## config.mk

```make
export PLATFORM = sky130hd
export DESIGN_NAME = mm_stream_reader
export DESIGN_NICKNAME = d
export VERILOG_FILES = /design/src/rtl/mm_stream_reader_pkg.sv /design/src/rtl/mm_stream_reader_skid_fifo.sv /design/src/rtl/mm_stream_reader.sv
export SDC_FILE = /design/constraint.sdc
export NUM_CORES = 1
export LEC_CHECK = 0
export ABC_CLOCK_PERIOD_IN_PS = 6200
export BUFFER_PORTS_ARGS = -buffer_cell sky130_fd_sc_hd__buf_4
export CAP_MARGIN = 20
export CELL_PAD_IN_SITES_DETAIL_PLACEMENT = 2
export CELL_PAD_IN_SITES_GLOBAL_PLACEMENT = 2
export CORE_MARGIN = 8
export CORE_UTILIZATION = 37
export CTS_CLUSTER_DIAMETER = 30
export DETAILED_ROUTE_END_ITERATION = 7
export GPL_ROUTABILITY_DRIVEN = 0
export GPL_TIMING_DRIVEN = 0
export PLACE_DENSITY = 0.81
export SKIP_CTS_REPAIR_TIMING = 1
export SYNTH_ARGS = -nofsm -noshare
export SYNTH_HDL_FRONTEND = slang
export SYNTH_HIERARCHICAL = 1
export SYNTH_SLANG_ARGS = --single-unit
```

## constraint.sdc

```tcl
create_clock -name aclk -period 6.2 [get_ports aclk]
set_input_delay 1.86 -clock aclk [delete_from_list [all_inputs] [get_ports aclk]]
set_output_delay 1.86 -clock aclk [all_outputs]
set_load 0.02 [all_outputs]
```

## src/rtl/mm_stream_reader_pkg.sv

```systemverilog
// Shared types and constants for the memory-to-stream reader.
package mm_stream_reader_pkg;

  localparam int DEFAULT_DATA_WIDTH = 32;
  localparam int DEFAULT_ADDR_WIDTH = 12;

  // Output FIFO depth; also the limit on reads outstanding (queued + in flight).
  localparam int FIFO_DEPTH = 2;
  localparam int FIFO_CNT_W = $clog2(FIFO_DEPTH + 1);

  typedef enum logic [1:0] {
    IDLE,
    RUN,
    DRAIN
  } state_t;

endpackage

```

## src/rtl/mm_stream_reader_skid_fifo.sv

```systemverilog
// Two-entry output FIFO: push port from the buffer read return, valid/ready
// pop port toward the stream, and an occupancy count for read throttling.
module stream_skid_fifo
  import mm_stream_reader_pkg::*;
#(
  parameter int WIDTH = DEFAULT_DATA_WIDTH + 1
) (
  input  logic                  clk,
  input  logic                  rst,
  input  logic                  push,
  input  logic [WIDTH-1:0]      push_data,
  output logic                  valid,
  output logic [WIDTH-1:0]      data,
  input  logic                  ready,
  output logic [FIFO_CNT_W-1:0] count
);

  logic [WIDTH-1:0]      head_q;
  logic [WIDTH-1:0]      tail_q;
  logic [FIFO_CNT_W-1:0] count_q;
  logic                  pop;

  assign pop   = valid && ready;
  assign valid = (count_q != '0);
  // Empty FIFO presents zeros so the stream data is clean after reset.
  assign data  = valid ? head_q : '0;
  assign count = count_q;

  // Occupancy tracking; the only state that needs reset.
  always_ff @(posedge clk) begin
    if (rst) begin
      count_q <= '0;
    end else if (push && !pop) begin
      count_q <= count_q + FIFO_CNT_W'(1);
    end else if (pop && !push) begin
      count_q <= count_q - FIFO_CNT_W'(1);
    end
  end

  // Entry storage: head is always the oldest word, tail the next one.
  // NOTE: storage has no reset on purpose; count_q alone says which entries hold data.
  always_ff @(posedge clk) begin
    if (push && !pop) begin
      if (count_q == '0) head_q <= push_data;
      else               tail_q <= push_data;
    end else if (pop && !push) begin
      head_q <= tail_q;
    end else if (push && pop) begin
      if (count_q == FIFO_CNT_W'(1)) begin
        head_q <= push_data;
      end else begin
        head_q <= tail_q;
        tail_q <= push_data;
      end
    end
  end

endmodule

```

## src/rtl/mm_stream_reader.sv

```systemverilog
// Memory-to-stream stage: on start, reads words 0..len from a synchronous-read
// buffer and emits them as an AXI4-Stream, with tlast on the final word.
module mm_stream_reader
  import mm_stream_reader_pkg::*;
#(
  parameter int DATA_WIDTH = DEFAULT_DATA_WIDTH,
  parameter int ADDR_WIDTH = DEFAULT_ADDR_WIDTH
) (
  input  logic                  aclk,
  input  logic                  areset,
  input  logic                  start,
  input  logic [ADDR_WIDTH-1:0] len,
  output logic                  busy,
  output logic                  done,
  output logic                  mem_en,
  output logic [ADDR_WIDTH-1:0] mem_addr,
  input  logic [DATA_WIDTH-1:0] mem_rdata,
  output logic [DATA_WIDTH-1:0] m_axis_tdata,
  output logic                  m_axis_tvalid,
  input  logic                  m_axis_tready,
  output logic                  m_axis_tlast
);

  localparam int OUT_W = FIFO_CNT_W + 1;

  state_t                  state;
  logic [ADDR_WIDTH-1:0]   len_q;
  logic [ADDR_WIDTH-1:0]   addr;
  logic [ADDR_WIDTH-1:0]   beat_cnt;
  logic                    inflight;
  logic                    pop;
  logic                    issue;
  logic                    push_last;
  logic [OUT_W-1:0]        outstanding;
  logic [FIFO_CNT_W-1:0]   fifo_count;
  logic [DATA_WIDTH:0]     fifo_head;

  assign pop       = m_axis_tvalid && m_axis_tready;
  assign push_last = (beat_cnt == len_q);
  assign mem_en    = issue;
  assign mem_addr  = addr;

  // Read throttle: a slot freed by this cycle's pop can be refilled right away,
  // which keeps one beat per cycle while queued + in-flight stays within depth.
  always_comb begin
    // NOTE: every output of this block is assigned first, so no path can infer a latch.
    outstanding = {1'b0, fifo_count} + {{(OUT_W-1){1'b0}}, inflight}
                - {{(OUT_W-1){1'b0}}, pop};
    issue       = (state == RUN) && (outstanding < OUT_W'(FIFO_DEPTH));
  end

  // Control FSM plus address, beat and in-flight tracking.
  always_ff @(posedge aclk) begin
    if (areset) begin
      state    <= IDLE;
      len_q    <= '0;
      addr     <= '0;
      beat_cnt <= '0;
      inflight <= 1'b0;
      busy     <= 1'b0;
      done     <= 1'b0;
    end else begin
      // NOTE: non-blocking assignments throughout, so later lines in this block
      // override earlier defaults without ordering hazards between registers.
      done     <= 1'b0;
      inflight <= issue;
      if (inflight) beat_cnt <= beat_cnt + ADDR_WIDTH'(1);
      case (state)
        IDLE: begin
          if (start) begin
            len_q    <= len;
            addr     <= '0;
            beat_cnt <= '0;
            busy     <= 1'b1;
            state    <= RUN;
          end
        end
        RUN: begin
          if (issue) begin
            // The last address is not incremented, so the counter never wraps.
            if (addr == len_q) state <= DRAIN;
            else               addr  <= addr + ADDR_WIDTH'(1);
          end
        end
        DRAIN: begin
          if (pop && m_axis_tlast) begin
            state <= IDLE;
            busy  <= 1'b0;
            done  <= 1'b1;
          end
        end
        default: state <= IDLE;
      endcase
    end
  end

  stream_skid_fifo #(
    .WIDTH(DATA_WIDTH + 1)
  ) u_fifo (
    .clk       (aclk),
    .rst       (areset),
    .push      (inflight),
    .push_data ({push_last, mem_rdata}),
    .valid     (m_axis_tvalid),
    .data      (fifo_head),
    .ready     (m_axis_tready),
    .count     (fifo_count)
  );

  assign m_axis_tdata = fifo_head[DATA_WIDTH-1:0];
  assign m_axis_tlast = fifo_head[DATA_WIDTH];

endmodule

```

==> metrics <==
outcome finished clean; sequential area share after synthesis 56.8%; Bufs and invs on worst path 2; CP endpoint kind output port; period utilization approximately nine tenths; Clk Latency, worst-skew pair about 0.36 ns; Initial Util 37.8%; Lkg Pwr 2.38 nW; clk sinks 109; Nets 568; mapped cell area roughly 0.0050 mm2; vias in the first global route 4159; Pwr Total about 2.7 mW; Post-synth top flop edfxtp_1; Max Fclk 179 MHz; slew at the pin closest to its max-slew limit slightly above 1 ns; core footprint 0.0132 mm2; Reg clk slew, reported paths 0.07 ns; PortBufs 96; io pins just under 100; commonest non-fill, non-tap cell in the layout buf_4; post-synthesis instance total 405; row cnt between 40 and 50; Hold Fails Final Rpt 0; total negative slack 0 ns; crit path DAT roughly 3.7 ns; Bufs on Longest Clock Path 2; slew margin rel. 32.1%; Synth Area per Inst 12.4 um2; Cell Chain, Critical Path buf_4 > and2_1 > ha_1 > nand2b_1 > fa_1 > xnor2_2 > nand2_1 > nor2_1 > buf_4; asr flop ratio synth 0%; fin crit period 5.58 ns; CP Depth 9; Crit path top cell by count buf_4; RSZ-0062 raised after global routing false; Finish-stage setup viols 0; Synth cell types 49; max cap viols 0; Pins Over Slew Limit 0; CTS tree yes; share of cells above drive strength 1 31.8%; Power Density 420 mW/mm2; Die ar. 0.0175 mm2; total global routing overflow 0; routed len/inst 20.4 um; Clock Skews 0.0138 ns; syn_nets 459; HP Class flop to flop; VDD IR-drop max 230 uV; clock tree root driver cell clkbuf_16; Hold Path Depth 2; most frequent cells in the layout buf_4, edfxtp_1, dfxtp_1; Detail Placement HPWL ~11 mm; Iter 0 DRT Violations 109; worst r2r path cells 14; Chip Height between 100 and 150 um; delay-heaviest family, CP adder cells; Post-synth EDFFs 66; Layout area overhead 26.0%; H-tree levels 3; Pre-Repair DR Iteration Count 4; Avg Vias per Cell 5.01; Setup CP Type input port to output port; Fillers 1356; Total GRT Usage 16.4%; initial antenna violation count 0; via count 3484; CP max stage delay 0.43 ns; largest net degree at the start of global routing 20; slowest CP cell fa_1; first-pass GRT wire length about 23 mm; die width between 100 and 150 um; ANT cells 0; routed wire length approximately 14 mm; number of remaining DRC errors 0; Setup crit start kind input port; Synth Warn # 6; post-route ant nets 0; cts bufs inserted 9; number of synthesized register bits 109; Crit Path Max Fanout 4; Worst EP required roughly 4.3 ns
## synth_stat cells, types with 2 or more instances
master | count | share of area [%]
nand4_1 | 9 | 1.1
nor3_1 | 4 | 0.40
a21oi_1 | 21 | 2.1
edfxtp_1 | 66 | 40
o31ai_1 | 5 | 0.75
nor2_1 | 21 | 1.6
and3_1 | 2 | 0.25
inv_1 | 9 | 0.68
mux2_2 | 3 | 0.68
and2b_2 | 5 | 0.88
o311ai_0 | 3 | 0.53
nor2b_1 | 33 | 4.1
o21ai_0 | 9 | 0.90
and2_1 | 3 | 0.38
mux2_4 | 30 | 9.0
nand3_1 | 10 | 1.0
mux2i_1 | 2 | 0.40
xor2_1 | 8 | 1.4
ha_1 | 5 | 1.3
buf_2 | 2 | 0.20
a31oi_1 | 4 | 0.50
buf_12 | 3 | 1.2
or4_1 | 4 | 0.60
clkbuf_1 | 8 | 0.60
xnor2_1 | 26 | 4.6
or3_1 | 6 | 0.75
dfxtp_1 | 43 | 17
nand2b_1 | 2 | 0.25
nand2_1 | 39 | 2.9
## metrics by stage
stage               hold WS [ns]  cells  worst slack (ns)  util, %  instance area (um2)
floorplan                  0.474    405             0.902        -                 5000
global placement           0.481    677             0.190     44.9                 5940
detailed placement         0.499    679             0.623     45.5                 6020
CTS                        0.510    695             0.618     47.6                 6300
global route               0.542    695             0.503     47.6                 6300
finish                     0.509    695             0.623     47.6                 6300
## per-layer routing
metal  vias up  wire length [um]  GRT usage (%)
met5         -                 0              0
met4         0               228           5.17
met3        19               797           5.37
met2        77              7640           31.1
met1      1733              5500           16.5
li1       1655                 -              -
## registers in the layout, summed over array words and instances (netlist names)
signal,cells
done,1
state,2
u_fifo/head_q,33
u_fifo/count,2
u_fifo/tail_q,33
inflight,1
mem_addr,12
busy,1
beat_cnt,12
len_q,12
## cells by family after synthesis
logic type               Yosys count  share of synthesized area (%)
AO/OA/AOI/OAI                     46                           5.43
XOR/XNOR                          36                           6.73
adder cells (fa/ha/maj)            7                           1.93
buffers and inverters             25                           3.08
flip-flops                       109                           56.8
multiplexers                      35                           10.1
AND/OR/NAND/NOR                  147                           16.0
## worst register-to-register path, stage by stage, from the launching register on
cell	delay (ns)
dfxtp_1	0.46
inv_1	0.11
ha_1	0.21
buf_6	0.14
inv_1	0.15
and2_1	0.22
ha_1	0.25
nand2b_1	0.15
fa_1	0.43
xnor2_2	0.25
a31oi_1	0.12
or4b_1	0.50
clkbuf_2	0.19
or4_1	0.48
a21oi_1	0.15
## final timing paths
check	slack, ns	endpoint	from
worst max-delay path	0.62	mem_en	m_axis_tready
worst min-delay path	0.51	len_q[1]	len_q[1]
worst min register to register	0.51	len_q[1]	len_q[1]
worst max register to register	2.30	mem_addr[9]	u_fifo/count[1]
## report_power, final
part	internal [mW]	switching, mW	leakage, nW
Clock	0.280	0.278	0.140
Combinational	0.520	0.588	1.28
Sequential	0.931	0.0531	0.953
## area by class of cell
class	count	area [um2]	share of cell area [%]
clock buffers	10	229	3.63
well taps	176	220	3.49
inverters	9	33.8	0.536
multi-input cells	271	2030	32.2
plain buffers	16	120	1.91
flip-flops and latches	109	2840	45.1
clock inverters	6	51.3	0.814
repair buffers	98	776	12.3
No activity file was read; power rests on OpenSTA's default activity.
